--- src/rtl/mul_pkg.sv ---
// ---------------------------------------------------------------------------
// mul_pkg
// Shared definitions for the multiplier arbiter slice.
//   - Q8.7 fixed-point data format constants
//   - Default watchdog limit
//   - Arbiter state encoding (3-bit)
// ---------------------------------------------------------------------------
package mul_pkg;

  localparam int DATA_W      = 16;
  localparam int Q_FRAC      = 7;
  localparam int DEF_TIMEOUT = 15;

  typedef enum logic [2:0] {
    IDLE      = 3'd0,
    ISSUE     = 3'd1,
    WAIT_LOAD = 3'd2,
    WAIT_DONE = 3'd3,
    RESPOND   = 3'd4
  } state_t;

endpackage

--- src/rtl/mul_arbiter_if.sv ---
// ---------------------------------------------------------------------------
// mul_arbiter_if
// Bundles the requester-side and multiplier-side signals of mul_arbiter.
//   Requester side : req, op_a, op_b (in)  / gnt, busy, rsp_* (out)
//   Multiplier side: mul_finish, mul_result, mul_overflow (in)
//                    / mul_start, mul_a, mul_b (out)
// Modports:
//   slave  - the arbiter view
//   master - the environment view (requesters + multiplier)
// ---------------------------------------------------------------------------
interface mul_arbiter_if
  import mul_pkg::*;
#(
  parameter int NUM_REQ = 4,
  parameter int ID_W    = 2
);

  logic [NUM_REQ-1:0]        req;
  logic [DATA_W*NUM_REQ-1:0] op_a;
  logic [DATA_W*NUM_REQ-1:0] op_b;
  logic [NUM_REQ-1:0]        gnt;
  logic                      busy;
  logic                      rsp_valid;
  logic [ID_W-1:0]           rsp_id;
  logic [DATA_W-1:0]         rsp_result;
  logic                      rsp_overflow;
  logic                      rsp_timeout;
  logic                      mul_start;
  logic [DATA_W-1:0]         mul_a;
  logic [DATA_W-1:0]         mul_b;
  logic                      mul_finish;
  logic [DATA_W-1:0]         mul_result;
  logic                      mul_overflow;

  modport slave (
    input  req, op_a, op_b, mul_finish, mul_result, mul_overflow,
    output gnt, busy, rsp_valid, rsp_id, rsp_result, rsp_overflow,
           rsp_timeout, mul_start, mul_a, mul_b
  );

  modport master (
    output req, op_a, op_b, mul_finish, mul_result, mul_overflow,
    input  gnt, busy, rsp_valid, rsp_id, rsp_result, rsp_overflow,
           rsp_timeout, mul_start, mul_a, mul_b
  );

endinterface

--- src/rtl/mul_arbiter_rr_picker.sv ---
// ---------------------------------------------------------------------------
// rr_picker
// Combinational round-robin priority select.
//   i_req : request vector
//   i_ptr : index with highest priority this round
//   o_gnt : one-hot grant (first set bit searching upward from i_ptr, wrapping)
//   o_idx : index of the granted bit
//   o_any : at least one request present
// ---------------------------------------------------------------------------
module rr_picker #(
  parameter int NUM_REQ = 4,
  parameter int ID_W    = 2
) (
  input  logic [NUM_REQ-1:0] i_req,
  input  logic [ID_W-1:0]    i_ptr,
  output logic [NUM_REQ-1:0] o_gnt,
  output logic [ID_W-1:0]    o_idx,
  output logic               o_any
);

  logic [ID_W-1:0] w_j;

  always_comb begin
    o_gnt = '0;
    o_idx = '0;
    o_any = 1'b0;
    w_j   = '0;
    for (int k = 0; k < NUM_REQ; k++) begin
      w_j = ID_W'((int'(i_ptr) + k) % NUM_REQ);
      if (!o_any && i_req[w_j]) begin
        o_any      = 1'b1;
        o_idx      = w_j;
        o_gnt[w_j] = 1'b1;
      end
    end
  end

endmodule

--- src/rtl/mul_arbiter.sv ---
// ---------------------------------------------------------------------------
// mul_arbiter
// Round-robin arbiter/sequencer sharing one Q8.7 Booth multiplier among
// NUM_REQ requesters. One operation is outstanding at a time.
// Ports:
//   clk  - clock
//   rst  - asynchronous active-low reset
//   bus  - mul_arbiter_if.slave (requester handshake, response, multiplier)
// Every output is a register. An action taken in a state becomes visible in
// the following cycle: gnt shows during ISSUE, mul_start during WAIT_LOAD,
// rsp_valid during the IDLE cycle after RESPOND. busy tracks the state.
// ---------------------------------------------------------------------------
module mul_arbiter
  import mul_pkg::*;
#(
  parameter int NUM_REQ = 4,
  parameter int ID_W    = 2,
  parameter int TIMEOUT = DEF_TIMEOUT
) (
  input logic          clk,
  input logic          rst,
  mul_arbiter_if.slave bus
);

  localparam int WD_W = $clog2(TIMEOUT + 1);

  state_t              r_state;
  logic [ID_W-1:0]     r_ptr;
  logic [ID_W-1:0]     r_cur_id;
  logic [WD_W-1:0]     r_wd;
  logic [NUM_REQ-1:0]  r_gnt;
  logic                r_busy;
  logic                r_rsp_valid;
  logic [ID_W-1:0]     r_rsp_id;
  logic [DATA_W-1:0]   r_rsp_result;
  logic                r_rsp_overflow;
  logic                r_rsp_timeout;
  logic                r_mul_start;
  logic [DATA_W-1:0]   r_mul_a;
  logic [DATA_W-1:0]   r_mul_b;

  logic [NUM_REQ-1:0]  w_gnt;
  logic [ID_W-1:0]     w_idx;
  logic                w_any;
  logic [DATA_W-1:0]   w_op_a [NUM_REQ];
  logic [DATA_W-1:0]   w_op_b [NUM_REQ];

  // Unpack the flat operand buses so the granted slice can be indexed directly.
  for (genvar g = 0; g < NUM_REQ; g++) begin : g_unpack
    assign w_op_a[g] = bus.op_a[g*DATA_W +: DATA_W];
    assign w_op_b[g] = bus.op_b[g*DATA_W +: DATA_W];
  end

  rr_picker #(
    .NUM_REQ (NUM_REQ),
    .ID_W    (ID_W)
  ) u_picker (
    .i_req (bus.req),
    .i_ptr (r_ptr),
    .o_gnt (w_gnt),
    .o_idx (w_idx),
    .o_any (w_any)
  );

  always_ff @(posedge clk or negedge rst) begin
    if (!rst) begin
      r_state        <= IDLE;
      r_ptr          <= '0;
      r_cur_id       <= '0;
      r_wd           <= '0;
      r_gnt          <= '0;
      r_busy         <= 1'b0;
      r_rsp_valid    <= 1'b0;
      r_rsp_id       <= '0;
      r_rsp_result   <= '0;
      r_rsp_overflow <= 1'b0;
      r_rsp_timeout  <= 1'b0;
      r_mul_start    <= 1'b0;
      r_mul_a        <= '0;
      r_mul_b        <= '0;
    end else begin
      // Single-cycle strobes default low.
      r_gnt       <= '0;
      r_rsp_valid <= 1'b0;
      r_mul_start <= 1'b0;
      case (r_state)
        IDLE: begin
          if (w_any) begin
            r_gnt    <= w_gnt;
            r_mul_a  <= w_op_a[w_idx];
            r_mul_b  <= w_op_b[w_idx];
            r_cur_id <= w_idx;
            // Winner moves to lowest priority for the next round.
            r_ptr    <= (w_idx == ID_W'(NUM_REQ - 1)) ? '0 : w_idx + 1'b1;
            r_busy   <= 1'b1;
            r_state  <= ISSUE;
          end
        end
        ISSUE: begin
          r_mul_start <= 1'b1;
          r_state     <= WAIT_LOAD;
        end
        WAIT_LOAD: begin
          // mul_finish may still carry the previous result here; ignore it.
          r_wd    <= '0;
          r_state <= WAIT_DONE;
        end
        WAIT_DONE: begin
          if (bus.mul_finish) begin
            r_rsp_result   <= bus.mul_result;
            r_rsp_overflow <= bus.mul_overflow;
            r_rsp_timeout  <= 1'b0;
            r_state        <= RESPOND;
          end else if (r_wd == WD_W'(TIMEOUT - 1)) begin
            // This is the TIMEOUT-th cycle without finish: abort.
            r_rsp_result   <= '0;
            r_rsp_overflow <= 1'b0;
            r_rsp_timeout  <= 1'b1;
            r_state        <= RESPOND;
          end else begin
            r_wd <= r_wd + 1'b1;
          end
        end
        RESPOND: begin
          r_rsp_valid <= 1'b1;
          r_rsp_id    <= r_cur_id;
          r_busy      <= 1'b0;
          r_state     <= IDLE;
        end
        default: begin
          r_busy  <= 1'b0;
          r_state <= IDLE;
        end
      endcase
    end
  end

  assign bus.gnt          = r_gnt;
  assign bus.busy         = r_busy;
  assign bus.rsp_valid    = r_rsp_valid;
  assign bus.rsp_id       = r_rsp_id;
  assign bus.rsp_result   = r_rsp_result;
  assign bus.rsp_overflow = r_rsp_overflow;
  assign bus.rsp_timeout  = r_rsp_timeout;
  assign bus.mul_start    = r_mul_start;
  assign bus.mul_a        = r_mul_a;
  assign bus.mul_b        = r_mul_b;

endmodule

--- src/flat_wrapper.sv ---
// flat-port wrapper written by rule: the top's interface ports become plain ports
module mul_arbiter_flat import mul_pkg::*;
#(
  parameter int NUM_REQ = 4,
  parameter int ID_W    = 2,
  parameter int TIMEOUT = DEF_TIMEOUT
)
  (clk, rst, bus_req, bus_op_a, bus_op_b, bus_mul_finish, bus_mul_result, bus_mul_overflow, bus_gnt, bus_busy, bus_rsp_valid, bus_rsp_id, bus_rsp_result, bus_rsp_overflow, bus_rsp_timeout, bus_mul_start, bus_mul_a, bus_mul_b);
  mul_arbiter_if #(.NUM_REQ(NUM_REQ), .ID_W(ID_W)) bus_i ();
  input logic clk;
  input logic rst;
  input wire logic [$bits(bus_i.req)-1:0] bus_req;
  input wire logic [$bits(bus_i.op_a)-1:0] bus_op_a;
  input wire logic [$bits(bus_i.op_b)-1:0] bus_op_b;
  input wire logic [$bits(bus_i.mul_finish)-1:0] bus_mul_finish;
  input wire logic [$bits(bus_i.mul_result)-1:0] bus_mul_result;
  input wire logic [$bits(bus_i.mul_overflow)-1:0] bus_mul_overflow;
  output wire logic [$bits(bus_i.gnt)-1:0] bus_gnt;
  output wire logic [$bits(bus_i.busy)-1:0] bus_busy;
  output wire logic [$bits(bus_i.rsp_valid)-1:0] bus_rsp_valid;
  output wire logic [$bits(bus_i.rsp_id)-1:0] bus_rsp_id;
  output wire logic [$bits(bus_i.rsp_result)-1:0] bus_rsp_result;
  output wire logic [$bits(bus_i.rsp_overflow)-1:0] bus_rsp_overflow;
  output wire logic [$bits(bus_i.rsp_timeout)-1:0] bus_rsp_timeout;
  output wire logic [$bits(bus_i.mul_start)-1:0] bus_mul_start;
  output wire logic [$bits(bus_i.mul_a)-1:0] bus_mul_a;
  output wire logic [$bits(bus_i.mul_b)-1:0] bus_mul_b;
  assign bus_i.req = bus_req;
  assign bus_i.op_a = bus_op_a;
  assign bus_i.op_b = bus_op_b;
  assign bus_i.mul_finish = bus_mul_finish;
  assign bus_i.mul_result = bus_mul_result;
  assign bus_i.mul_overflow = bus_mul_overflow;
  assign bus_gnt = bus_i.gnt;
  assign bus_busy = bus_i.busy;
  assign bus_rsp_valid = bus_i.rsp_valid;
  assign bus_rsp_id = bus_i.rsp_id;
  assign bus_rsp_result = bus_i.rsp_result;
  assign bus_rsp_overflow = bus_i.rsp_overflow;
  assign bus_rsp_timeout = bus_i.rsp_timeout;
  assign bus_mul_start = bus_i.mul_start;
  assign bus_mul_a = bus_i.mul_a;
  assign bus_mul_b = bus_i.mul_b;
  mul_arbiter #(.NUM_REQ(NUM_REQ), .ID_W(ID_W), .TIMEOUT(TIMEOUT)) u_core (.clk(clk), .rst(rst), .bus(bus_i));
endmodule
--- config.mk ---
export PLATFORM = sky130hd
export DESIGN_NAME = mul_arbiter_flat
export DESIGN_NICKNAME = d
export VERILOG_FILES = /design/src/rtl/mul_pkg.sv /design/src/rtl/mul_arbiter_if.sv /design/src/rtl/mul_arbiter_rr_picker.sv /design/src/rtl/mul_arbiter.sv /design/src/flat_wrapper.sv
export SDC_FILE = /design/constraint.sdc
export NUM_CORES = 1
export LEC_CHECK = 0
export BUFFER_PORTS_ARGS = -buffer_cell sky130_fd_sc_hd__buf_4
export CAP_MARGIN = 20
export CORE_UTILIZATION = 47
export CTS_CLUSTER_DIAMETER = 50
export DETAILED_ROUTE_END_ITERATION = 16
export GPL_ROUTABILITY_DRIVEN = 0
export PLACE_DENSITY_LB_ADDON = 0.08
export SLEW_MARGIN = 25
export SYNTH_ARGS = -nofsm -noshare
export SYNTH_HDL_FRONTEND = slang
export SYNTH_SLANG_ARGS = --single-unit
--- constraint.sdc ---
create_clock -name clk -period 3.8 [get_ports clk]
set_clock_uncertainty 0.05 [all_clocks]
set_input_delay 0.57 -clock clk [delete_from_list [all_inputs] [get_ports clk]]
set_output_delay 0.57 -clock clk [all_outputs]
set_load 0.005 [all_outputs]
After elaboration in Yosys (flattened, before gate mapping)
Index checks and enable logic that the tools add are counted.
{"block": "word_totals", "elab_cells": 116, "out_inout_bits": 59, "ff_bits": 70, "inputBits": 152}
{"block": "op_classes", "n_addsub": 5, "order_cmp": 9, "n_eq_ne": 10, "n_bitwise": 5, "mux": 54, "n_reduce_logical": 19}
{"cell": "$mux 16", "n": 6}
{"cell": "$bmux 16 s2", "n": 2}
{"cell": "$mux 4", "n": 8}
{"cell": "$mux 1", "n": 19}
{"cell": "$lt 2x3->1 const B", "n": 4}
{"cell": "$or 4x4->4", "n": 3}
{"cell": "$pmux 3 s4", "n": 1}
{"cell": "$mux 2", "n": 5}
{"cell": "$mux 3", "n": 3}
{"cell": "$bmux 1 s2", "n": 4}
{"cell": "$demux 1 s2", "n": 4}
{"cell": "$ge 2x1->1 const B", "n": 4}
{"cell": "$pmux 4 s2", "n": 1}
{"cell": "$reduce_and 2->1", "n": 4}
{"cell": "$logic_and 1x1->1", "n": 7}
{"cell": "$eq 3x2->1 const B", "n": 2}
{"cell": "$ne 2x2->1 const B", "n": 3}
{"cell": "$add 2x1->2 const B", "n": 2}
{"cell": "$add 2x2->2 const B", "n": 2}
{"cell": "$add 4x1->4 const B", "n": 1}
{"cell": "$eq 4x4->1 const B", "n": 1}
{"cell": "$reduce_bool 2->1", "n": 2}
{"cell": "$eq 3x1->1 const B", "n": 1}
{"cell": "$eq 3x3->1 const B", "n": 1}
{"cell": "other kinds (10)", "n": 12}

Logic depth before layout (Yosys ltp)
Gate-level depths: netlist (run 1).
{"block": "depth", "word_depth": 16, "mapped_depth": 14}

Modules after synthesis
From an unflattened synthesis (run 1), not the netlist that was laid out.
{"block": "unflattened", "hier_cells": 263, "hier_area_um2": 4038.9}
{"module": "mul_arbiter", "area_per_inst_um2": 3619.7, "n_inst": 1, "seq_area_each_um2": 1751.7, "cells_per_inst": 218}
{"module": "rr_picker", "area_per_inst_um2": 419.2, "n_inst": 1, "seq_area_each_um2": 0.0, "cells_per_inst": 45}

Least setup slack after synthesis (run 1)
OpenSTA, ideal clock, no wires.
{"block": "synth_path", "path_kind": "reg2reg", "start": "register u_core.r_ptr[0]", "end": "register u_core.r_ptr[0]", "arrival_time_ns": 2.825, "path_slack_ns": 0.802, "n_path_buf": 2, "stages_incl_launch_ff": 13, "synth_period_minus_slack_ns": 2.998, "cell_sequence": "dfrtp_1 -> buf_2 -> inv_1 -> ha_1 -> mux4_2 -> o211ai_1 -> o2111ai_1 -> a21oi_4 -> buf_6 -> ha_1 -> nor3_1 -> o21ai_0 -> nand2_1"}
{"block": "synth_via", "elab_chain_len": 14, "word_cells_on_any_way": 29}
{"element": "start, declared", "line_no": "mul_arbiter.sv:28", "text": "logic [ID_W-1:0] r_ptr;"}
{"element": "start signal, assigned", "line_no": "mul_arbiter.sv:94", "text": "r_ptr <= (w_idx == ID_W'(NUM_REQ - 1)) ? '0 : w_idx + 1'b1;"}
{"element": "parallel branches: the longest is 11 deep, another holds $add 2x1->2"}
{"element": "$mux 2 (*)", "line_no": "mul_arbiter_rr_picker.sv:30", "text": "if (!o_any && i_req[w_j]) begin"}
{"element": "named net u_core.u_picker.o_idx[1]", "line_no": "mul_arbiter_rr_picker.sv:17", "text": "output logic [ID_W-1:0] o_idx,"}
{"element": "$eq 2x2->1 (*)", "line_no": "mul_arbiter.sv:94"}
{"element": "$mux 2 (*)", "line_no": "mul_arbiter.sv:94"}
Mark *: on every way through the listed nets, which the timed path passes. The select of a mux whose other input is x is not followed.
A chain may end at the register's enable or synchronous reset.

Final worst setup path (run 1)
{"block": "layout_path", "start": "register u_core.r_ptr[1]", "end": "register u_core.r_ptr[0]"}
{"block": "layout_via", "elab_chain_len": 14, "word_cells_on_any_way": 29}
{"element": "parallel branches: the longest is 11 deep, another holds $add 2x1->2"}
{"element": "$mux 2 (*)", "line_no": "mul_arbiter_rr_picker.sv:30"}
{"element": "named net u_core.u_picker.o_idx[0]", "line_no": "mul_arbiter_rr_picker.sv:17"}
{"element": "$add 2x1->2 or $eq 2x2->1 (tied branches)", "line_no": "mul_arbiter.sv:94"}
{"element": "$mux 2 (*)", "line_no": "mul_arbiter.sv:94"}
Marked as above.

==> impl_summary.md, run 1 <==
Status
The flow ran to the end, and the final reports show no timing, DRC or antenna violations.

GRT
The first global-routing pass estimated 19.0 mm of wire. The largest net degree at the start of global routing is 71. Across every metal layer, demand over resource in global routing totals 0.249. Summed over all layers, the global routing overflow is 0. The number of antenna violations at the first check in global routing is 0.

The number of global-route vias before repair is 3885.

STA
In the finished design, the share of the clock period the worst path needs comes to 0.920. At the pin with the least slew margin, the transition time is 881 ps. The total count of max-transition violations in the final report came to 0.

The fmax is 0.286 GHz. The worst pin sits at a relative slew slack of 0.413. The final period demand of the worst path is 3500 ps.

Summed over all failing endpoints, the final setup total negative slack is 0 ps. Hold timing on the final database bottoms out at a slack of 284 ps. Setup repair after global routing left no endpoint under its margin. The final setup violation count is 0. The number of hold-slack violations in the final timing report is 0.

Clock tree
The number of post-CTS setup repair buffers is 0. The deepest level of the CTS H-tree is 3. The post-CTS clock slew at the launch and capture registers of the worst setup and hold paths is 80 ps. The number of hold-repair buffers added at the cts stage is 0.

The worst-skew pair later-pin latency is 360 ps. The clock passes through at most 2 buffers. The number of gates resized after CTS is 0.

The number of sinks handled by clock tree synthesis is 70. The total clock buffers created by CTS is 9. Clock tree synthesis selected as its root buffer the cell sky130_fd_sc_hd__clkbuf_8. TritonCTS built the clock tree.

Synth
In this run the cell area of the synthesized design comes to 4410 sq um. Yosys attributes the largest share of cell area to sky130_fd_sc_hd__dfrtp_1 40%, sky130_fd_sc_hd__mux2i_1 13%, sky130_fd_sc_hd__mux2_2 9.7%. The fraction of registers with async set or reset after synthesis is 1.00. The gate count after technology mapping is 415. The commonest cells after synthesis are 70 x sky130_fd_sc_hd__dfrtp_1, 57 x sky130_fd_sc_hd__mux2i_1, 44 x sky130_fd_sc_hd__nand2_1, 38 x sky130_fd_sc_hd__mux2_2, 23 x sky130_fd_sc_hd__nand4_1.

The synthesized design spends more area on one cell type than any other, namely sky130_fd_sc_hd__dfrtp_1. The sequential fraction of the synthesis area is 0.397. For this run, the number of Yosys warnings is 0. Counting flops and latches in the post-synthesis netlist gives 70. The number of enable-type register cells in the synthesized netlist is 0. The synthesized net count is 578. By instance count, the leading cell after synthesis is sky130_fd_sc_hd__dfrtp_1. A synthesized cell averages 10.6 sq um.

The most common flop cell mapped by yosys is sky130_fd_sc_hd__dfrtp_1. The fraction of post-synthesis cell area in the top cell type by area is 0.397. The count of cell types in the netlist is 43.

Setup path
The worst reg-to-reg setup slack is 300 ps. Walking the worst path, the cells encountered are inv_1, ha_1, mux4_2, nor2b_1, o31ai_4, buf_4, inv_1, ha_1, nor3_1, o21ai_0, nand2_1. The stage delay of the slowest cell on the critical path is 690 ps. The critical path in this run is classified as flip-flop to flip-flop. The type of destination of the critical path is a flip-flop. For this design, the slowest cell found on the critical path is sky130_fd_sc_hd__o31ai_4.

The type of origin of the critical path is a flip-flop. The depth of the most critical reg-to-reg path is 11. The worst reg2reg path startpoint is u_core.r_ptr[1]$_DFFE_PN0P_. The arrival time of data at the critical path endpoint is 3740 ps. The endpoint of the most critical setup path is u_core.r_ptr[0]$_DFFE_PN0P_. Along the worst path, the maximum fanout reaches 16. The worst setup path startpoint is u_core.r_ptr[1]$_DFFE_PN0P_. At the worst endpoint, the required time is 4040 ps.

In this run the critical register-to-register path is captured at u_core.r_ptr[0]$_DFFE_PN0P_.

Die
211 I/O pins were placed. The y dimension of the die is 98.9 um. The starting utilization of the core area is 0.496.

The overall die area is 9770 sq um. The floorplan step set the die width to 98.9 um. The area of the core is 8890 sq um. The number of rows in the core area is 34.

Hold path
The kind of path behind the tightest hold check is primary input to async pin.

Route
In the routed design, unresolved DRC markers number 0. Using the TritonRoute via totals, the vias-per-cell ratio works out to 5.42. The number of nets with antenna violations after detailed routing is 0. The DRC marker count from the first detailed-route iteration is 118. The detailed router placed 3916 vias in this run. The wire length per cell after detailed routing is 16.6 um. The total iterations of the first detailed-routing run is 4.

The aggregate routed wire length is 12.0 mm.

Place
The count of buffers inserted at the top-level ports is 210. The number of placed instances with taps included is 706. The post-detailed-placement half-perimeter wirelength is 8.92 mm.

After detailed placement, the total cell area comes to 5970 sq um.

Finish
For this run, the post-layout net count is 772. The area added between synthesis and finish is 40.1%. The share of post-route cells with drive strength above 1 is 0.484. The count of placed standard cells in the final layout, fillers left out is 722.

0 antenna diodes ended up in the layout. The cell area after layout is 6180 sq um.

Job
The number of maximum-capacitance violations is 0.

Power and ir drop
The static power due to leakage is 3.05 nW. IR analysis of the VDD net gives a maximum drop of 0.376 mV. The post-layout total power is 4.96 mW. For this design the ratio of total power to cell area is 803 nW/um^2.
## metrics by stage
stage / setup WS [ps] / util
floorplan: 802 / -
global placement: 519 / 0.671
detailed placement: 324 / 0.671
CTS: 254 / 0.694
global route: 44.4 / 0.695
finish: 305 / 0.695
## final cells by class
cell class	count	area, sq um
Fill cell	709	2710
Multi-Input combinational cell	298	2400
Sequential cell	70	1750
Timing Repair Buffer	220	1650
Tap cell	108	135
Clock buffer	9	124
Clock inverter	7	80.1
Inverter	10	37.5
## where the power goes
| part | internal [mW] | switching (mW) | total, mW |
|---|---|---|---|
| sequential | 1.09 | 0.239 | 1.33 |
| clock | 0.311 | 0.315 | 0.626 |
| combinational | 1.53 | 1.47 | 3.01 |
## how the worst min path moves through the flow
| stage | end | slack [ps] | cells after the start |
|---|---|---|---|
| 5_1_grt | u_core.bus.rsp_id[0]$_DFFE_PN0P_ | 360 | 1 |
| 4_1_cts | u_core.bus.rsp_id[0]$_DFFE_PN0P_ | 320 | 1 |
| 3_3_place_gp | u_core.bus.mul_a[6]$_DFFE_PN0P_ | 410 | 2 |
| 3_5_place_dp | u_core.bus.mul_a[6]$_DFFE_PN0P_ | 430 | 2 |
| 2_1_floorplan | u_core.bus.busy$_DFFE_PN0P_ | 220 | 0 |
| 6_report | u_core.bus.mul_a[7]$_DFFE_PN0P_ | 280 | 1 |
## routing by layer
layer | global-route usage | vias to the layer above | routed length [um]
li1 | - | 1904 | -
met3 | 0.0645 | 28 | 1040
met2 | 0.456 | 179 | 6210
met5 | 0 | - | 0
met1 | 0.271 | 1805 | 4470
met4 | 0.109 | 0 | 293
## worst max-delay path: cells and delay by family (launching register included)
family	cells	cell delay, ps
AOI/OAI and AO/OA	2	780
buffers and inverters	3	730
adders and majority gates	2	650
DFF	1	530
and+or+nand+nor	3	390
muxes	1	310
## cells by family after synthesis
| family | count (synthesis) | share of synthesized area |
|---|---|---|
| buf+inv | 47 | 0.0641 |
| mux | 97 | 0.237 |
| compound gates | 84 | 0.150 |
| simple gates | 106 | 0.121 |
| fa+ha+maj | 11 | 0.0312 |
| flops | 70 | 0.397 |
## flip-flops by register name, indices dropped and copies added, names as in the netlist
name,flops
u_core.bus.busy,1
u_core.bus.gnt,4
u_core.bus.mul_a,16
u_core.bus.mul_b,16
u_core.bus.mul_start,1
u_core.bus.rsp_id,2
u_core.bus.rsp_overflow,1
u_core.bus.rsp_result,16
u_core.bus.rsp_timeout,1
u_core.bus.rsp_valid,1
u_core.r_cur_id,2
u_core.r_ptr,2
u_core.r_state,3
u_core.r_wd,4
## layout by cell type (no fill, tap or decap), types with 2 or more instances in the layout
cell type                    count
sky130_fd_sc_hd__buf_4         220
sky130_fd_sc_hd__dfrtp_1        70
sky130_fd_sc_hd__mux2i_1        57
sky130_fd_sc_hd__nand2_1        44
sky130_fd_sc_hd__mux2_2         38
sky130_fd_sc_hd__nand4_1        23
sky130_fd_sc_hd__a22o_1         20
sky130_fd_sc_hd__o21ai_1        17
sky130_fd_sc_hd__a21oi_1        12
sky130_fd_sc_hd__nor2_1         11
sky130_fd_sc_hd__ha_1           11
sky130_fd_sc_hd__inv_1          10
sky130_fd_sc_hd__o211ai_2        9
sky130_fd_sc_hd__clkbuf_8        9
sky130_fd_sc_hd__nand2b_1        7
sky130_fd_sc_hd__o21ai_0         6
sky130_fd_sc_hd__o21ai_2         5
sky130_fd_sc_hd__nor3_1          4
sky130_fd_sc_hd__a22oi_1         4
sky130_fd_sc_hd__o211ai_1        3
sky130_fd_sc_hd__inv_6           3
sky130_fd_sc_hd__nor4_1          2
sky130_fd_sc_hd__nand3b_1        2
sky130_fd_sc_hd__mux4_2          2
sky130_fd_sc_hd__nor2b_1         2
sky130_fd_sc_hd__or3_1           2
sky130_fd_sc_hd__clkinvlp_4      2
Power figures use the tool's default switching activity.
==> run 2: changes to the inputs <==
CORE_UTILIZATION = 46   (was 47)
REMOVE_ABC_BUFFERS = 1   (was default)
SYNTH_HIERARCHICAL = 1   (was default)
==> run 2 against run 1 <==
Effect of this change:
- synthesized area fell by 8.4%
- combinational power up 7.0%
- cell count is 19% lower
- largest cell class unchanged
- largest power group unchanged
==> impl_summary.md, run 2 <==
STA
The final setup violation count is 0 (unchanged). The final period demand of the worst path was 3460 ps (was 3500 ps). The fmax came to 0.289 GHz (was 0.286 GHz).

RSZ-0062 raised after global routing: no (unchanged). The final clock period utilization by the worst path is 0.910 (was 0.920). The final setup slack of the worst path is 344 ps (was 305 ps). The max-slew headroom at the worst pin is 0.419 (was 0.413).

The number of hold-slack violations in the final timing report came to 0 (unchanged). The total count of max-transition violations in the final report is 0 (unchanged). The worst-margin pin slew is 871 ps (was 881 ps). The worst slack on hold paths was 291 ps (was 284 ps).

Power and ir drop
The maximum VDD drop is 0.498 mV (was 0.376 mV). The power per cell area is 884 nW/um^2 (was 803 nW/um^2). The static power due to leakage is 2.85 nW (was 3.05 nW).

Place
The count of buffers inserted at the top-level ports is 210 (unchanged). The placement-stage cell area was 5640 sq um (was 5970 sq um). The setup slack at placement is 252 ps (was 324 ps). The post-detailed-placement half-perimeter wirelength is 8.05 mm (was 8.92 mm).

Finish
The number of antenna cells inserted is 0 (unchanged). The most common library cell in the layout ignoring fill and taps is sky130_fd_sc_hd__buf_4 (unchanged). Most frequent cells in the layout: 219 x sky130_fd_sc_hd__buf_4, 70 x sky130_fd_sc_hd__dfrtp_1, 30 x sky130_fd_sc_hd__mux4_2, 25 x sky130_fd_sc_hd__mux2_4, 17 x sky130_fd_sc_hd__a22o_1 (was 220 x sky130_fd_sc_hd__buf_4, 70 x sky130_fd_sc_hd__dfrtp_1, 57 x sky130_fd_sc_hd__mux2i_1, 44 x sky130_fd_sc_hd__nand2_1, 38 x sky130_fd_sc_hd__mux2_2). The final net count is 634 (was 772). The share of post-route cells with drive strength above 1 is 0.653 (was 0.484). The area added between synthesis and finish is 46.2% (was 40.1%). The cell area after layout was 5900 sq um (was 6180 sq um).

Clock tree
The number of sinks handled by clock tree synthesis is 70 (unchanged). The clock root buffer was sky130_fd_sc_hd__clkbuf_8 (unchanged). The number of hold-repair buffers added at the cts stage is 0 (unchanged). The worst-skew pair later-pin latency is 330 ps (was 360 ps). The post-CTS clock slew at the launch and capture registers of the worst setup and hold paths is 80 ps (about the same). The TritonCTS clock tree is built (unchanged). The total clock buffers created by CTS is 9 (unchanged).

The deepest level of the CTS H-tree was 3 (unchanged). The maximum buffer depth of the clock tree is 2 (unchanged).

Route
The total iterations of the first detailed-routing run is 5 (was 4). The number of nets with antenna violations after detailed routing came to 0 (unchanged). The via count normalized by instance count is 5.42 (about the same). The DRC marker count from the first detailed-route iteration came to 92 (was 118).

The aggregate routed wire length is 10.5 mm (was 12.0 mm). The wire length per cell after detailed routing is 18.0 um (was 16.6 um). The DRC violation count after routing is 0 (unchanged).

The via count is 3165 (was 3916).

Job
The number of maximum-capacitance violations was 0 (unchanged).

Synth
The XOR/XNOR share of the synthesized area is 0 (unchanged). The most numerous cell in the Yosys netlist is sky130_fd_sc_hd__dfrtp_1 (unchanged). The register bit total from synthesis is 70 (unchanged). The sequential fraction of the synthesis area is 0.434 (was 0.397). The synthesized-area fraction occupied by adder cells is 0.0248 (was 0.0312). The cell area after synthesis was 4040 sq um (was 4410 sq um). The compound-gate portion of the synthesized area was 0.0886 (was 0.150). The fraction of registers with async set or reset after synthesis was 1.00 (unchanged). The mux share of post-synthesis cell area was 0.346 (was 0.237).

The count of cell types in the netlist is 41 (was 43). The largest family of logic cells by synthesized area is multiplexers (unchanged). The largest area contributor in the netlist is sky130_fd_sc_hd__dfrtp_1 (unchanged). List of most frequent post-synthesis cells: 70 x sky130_fd_sc_hd__dfrtp_1, 30 x sky130_fd_sc_hd__mux4_2, 25 x sky130_fd_sc_hd__mux2_4, 17 x sky130_fd_sc_hd__a22o_1, 13 x sky130_fd_sc_hd__mux2_2 (was 70 x sky130_fd_sc_hd__dfrtp_1, 57 x sky130_fd_sc_hd__mux2i_1, 44 x sky130_fd_sc_hd__nand2_1, 38 x sky130_fd_sc_hd__mux2_2, 23 x sky130_fd_sc_hd__nand4_1). Top post-synthesis cells by area: sky130_fd_sc_hd__dfrtp_1 43%, sky130_fd_sc_hd__mux4_2 17%, sky130_fd_sc_hd__mux2_4 9.3% (was sky130_fd_sc_hd__dfrtp_1 40%, sky130_fd_sc_hd__mux2i_1 13%, sky130_fd_sc_hd__mux2_2 9.7%). The synthesized area divided by synthesized cell count came to 15.4 sq um (was 10.6 sq um). The number of enable-type register cells in the synthesized netlist is 0 (unchanged). The fraction of post-synthesis cell area in the top cell type by area is 0.434 (was 0.397). The gate count after technology mapping is 263 (was 415). The simple-gate share of the synthesized area is 0.0551 (was 0.121). The count of yosys warnings during synthesis was 6 (was 0). The most common flop cell mapped by yosys is sky130_fd_sc_hd__dfrtp_1 (unchanged).

Die
The overall die width is 95.7 um (was 98.9 um). The area of the core is 8340 sq um (was 8890 sq um). The number of rows in the core area was 33 (was 34).

The overall die area is 9160 sq um (was 9770 sq um). The starting utilization of the core area is 0.484 (was 0.496). The number of top-level pins came to 211 (unchanged).

The y dimension of the die is 95.7 um (was 98.9 um).

GRT
The total routing usage reported by global routing is 0.228 (was 0.249). The number of antenna violations at the first check in global routing is 0 (unchanged). The number of global-route vias before repair came to 3214 (was 3885).

The largest net degree at the start of global routing is 71 (unchanged). The aggregate global routing overflow is 0 (unchanged). The first-pass GRT wire length is 15.4 mm (was 19.0 mm).

Setup path
The type of origin of the critical path was a flip-flop (unchanged). The type of destination of the critical path is a flip-flop (unchanged). The arrival time of data at the critical path endpoint is 3630 ps (was 3740 ps).

The critical path data required time is 3970 ps (was 4040 ps). The type of the worst setup path was flip-flop to flip-flop (unchanged). The largest driver fanout on the critical path is 19 (was 16).

Status
Outcome: finished, final reports clean (unchanged).

Hold path
The kind of path behind the tightest hold check is primary input to async pin (unchanged).
==> run 2: worst paths after layout <==
| check | from | end | slack [ps] | depth (start not counted) |
|---|---|---|---|---|
| setup / recovery | u_core/r_ptr[1]$_DFFE_PN0P_ | u_core/bus.mul_b[11]$_DFFE_PN0P_ | 340 | 10 |
| hold / removal | rst | u_core/bus.gnt[2]$_DFF_PN0_ | 290 | 1 |
| setup reg to reg | u_core/r_ptr[1]$_DFFE_PN0P_ | u_core/bus.mul_b[11]$_DFFE_PN0P_ | 340 | 10 |
| hold reg to reg | u_core/r_cur_id[1]$_DFFE_PN0P_ | u_core/r_cur_id[1]$_DFFE_PN0P_ | 440 | 1 |
| max in group asynchronous | rst | u_core/bus.rsp_result[14]$_DFFE_PN0P_ | 2840 | 1 |
| min in group clk | bus_mul_result[8] | u_core/bus.rsp_result[8]$_DFFE_PN0P_ | 410 | 2 |
==> run 2: final cells by class <==
| cell class | count | area [sq um] |
|---|---|---|
| Fill cell | 627 | 2440 |
| Multi-Input combinational cell | 163 | 2090 |
| Sequential cell | 70 | 1750 |
| Timing Repair Buffer | 221 | 1680 |
| Clock buffer | 11 | 151 |
| Tap cell | 105 | 131 |
| Clock inverter | 5 | 57.6 |
| Inverter | 9 | 33.8 |
==> run 2: cell families (layout without fill, tap and decap cells) <==
| family | count (synthesis) | count (layout) |
|---|---|---|
| AND/OR/NAND/NOR | 30 | 30 |
| flip-flops | 70 | 70 |
| buffers and inverters | 30 | 246 |
| AO/OA/AOI/OAI | 47 | 47 |
| multiplexers | 78 | 78 |
| adder cells (fa/ha/maj) | 8 | 8 |
==> run 2: critical path, cell delays in order, from the launching register on <==
cell and delay [ps]:
sky130_fd_sc_hd__dfrtp_1 520, sky130_fd_sc_hd__inv_1 150, sky130_fd_sc_hd__ha_1 380, sky130_fd_sc_hd__mux4_2 450, sky130_fd_sc_hd__and2b_2 320, sky130_fd_sc_hd__o21ai_0 150, sky130_fd_sc_hd__o31ai_4 110, sky130_fd_sc_hd__buf_12 170
sky130_fd_sc_hd__buf_12 180, sky130_fd_sc_hd__mux4_1 570, sky130_fd_sc_hd__mux2_2 280
==> run 2: metal layers <==
| layer | vias up | wire length [um] | global-route usage |
|---|---|---|---|
| li1 | 1465 | - | - |
| met1 | 1557 | 3860 | 0.266 |
| met2 | 129 | 5610 | 0.399 |
| met3 | 14 | 815 | 0.0648 |
| met4 | 0 | 231 | 0.0858 |
| met5 | - | 0 | 0 |
==> run 2: per-stage QoR <==
step	std cells	util	setup TNS (ps)	power, mW
3_3_place_gp	563	0.677	0	4.44
4_1_cts	579	0.702	0	5.15
5_1_grt	584	0.708	0	5.57
3_5_place_dp	563	0.677	0	4.51
6_report	584	0.708	0	5.22
2_1_floorplan	242	-	-103330	3.45
==> run 2: what timing repair did <==
| action | CTS | global route |
|---|---|---|
| setup buffers | 0 | 5 |
| endpoints found under the setup margin | 0 | 1 |
| resized for setup | 0 | 0 |
==> run 2: where the power goes <==
| group | internal (mW) | switching, mW |
|---|---|---|
| clock network | 0.339 | 0.282 |
| logic | 1.97 | 1.24 |
| registers | 1.10 | 0.275 |
| total | 3.42 | 1.80 |
==> run 3: changes to the inputs <==
clock period = 3.95 ns   (was 3.8 ns; I/O delays follow)
==> run 3 against run 2 <==
Effect of this change:
- global-route usage is 0.20 points higher
- critical path depth down 1
- core utilization down 0.60 points
- flip-flop and latch count is the same
- combinational power down 7.1%
- non-clock buffer count decreased by 5
- final area shrank 0.85%
- power decreased by 6.4%
- largest cell class unchanged
==> impl_summary.md, run 3 (synthesis gave the netlist of run 2 again) <==
Status
Outcome: finished, final reports clean (unchanged).

Finish
The area of the multi-input gates is 2090 sq um (unchanged). The share of post-route cells with drive strength above 1 was 0.650 (was 0.653). The most common library cell in the layout ignoring fill and taps was sky130_fd_sc_hd__buf_4 (unchanged). The register cell area after layout is 1750 sq um (unchanged). The number of antenna cells inserted came to 0 (unchanged).

The final core utilization is 0.702 (was 0.708). The final net count was 629 (was 634). Most frequent cells in the layout: 215 x sky130_fd_sc_hd__buf_4, 70 x sky130_fd_sc_hd__dfrtp_1, 30 x sky130_fd_sc_hd__mux4_2, 25 x sky130_fd_sc_hd__mux2_4, 17 x sky130_fd_sc_hd__a22o_1 (was 219 x sky130_fd_sc_hd__buf_4, 70 x sky130_fd_sc_hd__dfrtp_1, 30 x sky130_fd_sc_hd__mux4_2, 25 x sky130_fd_sc_hd__mux2_4, 17 x sky130_fd_sc_hd__a22o_1).

The cell area after layout is 5850 sq um (was 5900 sq um). The area added between synthesis and finish came to 44.9% (was 46.2%). The count of filler cells inserted in the layout came to 609 (was 627).

GRT
The aggregate global routing overflow was 0 (unchanged). The number of antenna violations at the first check in global routing was 0 (unchanged). The number of global-route vias before repair is 3173 (was 3214). The total routing usage reported by global routing is 0.230 (was 0.228). The first-pass GRT wire length was 15.7 mm (was 15.4 mm). The largest net degree at the start of global routing is 71 (unchanged).

Die
The y dimension of the die is 95.7 um (unchanged). The starting utilization of the core area came to 0.484 (unchanged). The area of the core is 8340 sq um (unchanged). The overall die area was 9160 sq um (unchanged). The number of rows in the core area was 33 (unchanged). The number of top-level pins was 211 (unchanged). The overall die width came to 95.7 um (unchanged).

Clock tree
The maximum buffer depth of the clock tree is 2 (unchanged). The deepest level of the CTS H-tree is 3 (unchanged). The TritonCTS clock tree was built (unchanged). The number of post-CTS setup repair buffers came to 0 (unchanged). The number of hold-repair buffers added at the cts stage is 0 (unchanged).

The number of sinks handled by clock tree synthesis is 70 (unchanged). The worst-skew pair later-pin latency came to 330 ps (about the same). The clock root buffer is sky130_fd_sc_hd__clkbuf_8 (unchanged). The post-CTS clock slew at the launch and capture registers of the worst setup and hold paths is 70 ps (was 80 ps).

The total clock buffers created by CTS is 9 (unchanged). The number of gates resized after CTS came to 0 (unchanged).

STA
The worst slack on hold paths is 317 ps (was 291 ps). The final setup violation count was 0 (unchanged). The final sum of negative setup slack is 0 ps (unchanged). The final period demand of the worst path was 3180 ps (was 3460 ps).

RSZ-0062 raised after global routing: no (unchanged). The total count of max-transition violations in the final report came to 0 (unchanged). The fmax is 0.314 GHz (was 0.289 GHz). The final clock period utilization by the worst path is 0.806 (was 0.910).

The worst-margin pin slew came to 877 ps (was 871 ps). The number of hold-slack violations in the final timing report is 0 (unchanged). The max-slew headroom at the worst pin is 0.415 (was 0.419).

Setup path
The critical path data required time is 4110 ps (was 3970 ps). The worst reg2reg path startpoint is u_core/r_ptr[1]$_DFFE_PN0P_ (unchanged). The destination of the worst register-to-register timing path is u_core/bus.mul_b[12]$_DFFE_PN0P_ (was u_core/bus.mul_b[11]$_DFFE_PN0P_). The largest driver fanout on the critical path came to 35 (was 19).

The arrival time of data at the critical path endpoint came to 3350 ps (was 3630 ps). The type of origin of the critical path is a flip-flop (unchanged). The depth of the most critical reg-to-reg path is 9 (was 10). The worst reg-to-reg setup slack is 770 ps (was 340 ps). The type of the worst setup path is flip-flop to flip-flop (unchanged).

The type of destination of the critical path is a flip-flop (unchanged).

Route
The number of nets with antenna violations after detailed routing is 0 (unchanged). The via count was 3157 (was 3165). The aggregate routed wire length is 10.5 mm (about the same). The via count normalized by instance count is 5.45 (was 5.42).

The DRC violation count after routing came to 0 (unchanged). The wire length per cell after detailed routing was 18.1 um (was 18.0 um). The total iterations of the first detailed-routing run is 4 (was 5). The DRC marker count from the first detailed-route iteration is 72 (was 92).

Place
The post-detailed-placement half-perimeter wirelength came to 7.86 mm (was 8.05 mm). The placement-stage cell area is 5640 sq um (unchanged). The count of buffers inserted at the top-level ports is 210 (unchanged).

Power and ir drop
The power per cell area is 835 nW/um^2 (was 884 nW/um^2). The maximum VDD drop is 0.364 mV (was 0.498 mV). The static power due to leakage is 2.82 nW (was 2.85 nW).

Hold path
The kind of path behind the tightest hold check is primary input to async pin (unchanged).

Job
The number of maximum-capacitance violations is 0 (unchanged).
==> run 3: critical path, cell delays in order (launching register included) <==
cell	delay, ps
sky130_fd_sc_hd__dfrtp_1	360
sky130_fd_sc_hd__inv_1	90
sky130_fd_sc_hd__ha_1	370
sky130_fd_sc_hd__mux4_2	450
sky130_fd_sc_hd__and2b_2	310
sky130_fd_sc_hd__o21ai_0	140
sky130_fd_sc_hd__o31ai_4	110
sky130_fd_sc_hd__buf_12	290
sky130_fd_sc_hd__mux4_1	590
sky130_fd_sc_hd__mux2_2	280
==> run 3: cell type report <==
type,count,area share
Clock buffer,11,0.0259
Clock inverter,5,0.00983
Inverter,9,0.00577
Multi-Input combinational cell,163,0.358
Sequential cell,70,0.299
Tap cell,105,0.0224
Timing Repair Buffer,216,0.279
==> run 3: worst max path at each step <==
stage	endpoint	startpoint	cells past startpoint
6_report	u_core/bus.mul_b[12]$_DFFE_PN0P_	u_core/r_ptr[1]$_DFFE_PN0P_	9
5_1_grt	u_core/bus.mul_b[12]$_DFFE_PN0P_	u_core/r_ptr[1]$_DFFE_PN0P_	9
4_1_cts	u_core/bus.mul_b[12]$_DFFE_PN0P_	u_core/r_ptr[1]$_DFFE_PN0P_	9
3_5_place_dp	u_core/bus.mul_b[12]$_DFFE_PN0P_	bus_req[2]	8
3_3_place_gp	u_core/bus.mul_b[13]$_DFFE_PN0P_	bus_req[2]	8
2_1_floorplan	u_core/bus.mul_b[10]$_DFFE_PN0P_	u_core/r_ptr[0]$_DFFE_PN0P_	7
==> run 3: through the flow <==
| stage | cells | power, mW | worst slack, ps |
|---|---|---|---|
| global route | 579 | 5.24 | 649 |
| CTS | 579 | 4.93 | 781 |
| finish | 579 | 4.88 | 768 |
| floorplan | 242 | 3.32 | -2860 |
| global placement | 563 | 4.26 | 778 |
| detailed placement | 563 | 4.32 | 718 |
==> run 3: power by group <==
group	internal, mW	leakage (nW)	switching [mW]	total (mW)
clock network	0.326	0.109	0.270	0.596
registers	1.06	0.855	0.234	1.29
logic	1.80	1.86	1.19	2.99
==> run 3: routing by layer <==
layer,GRT usage,routed length (um)
met1,0.269,3850
met2,0.404,5570
met3,0.0648,816
met4,0.0808,221
met5,0,0
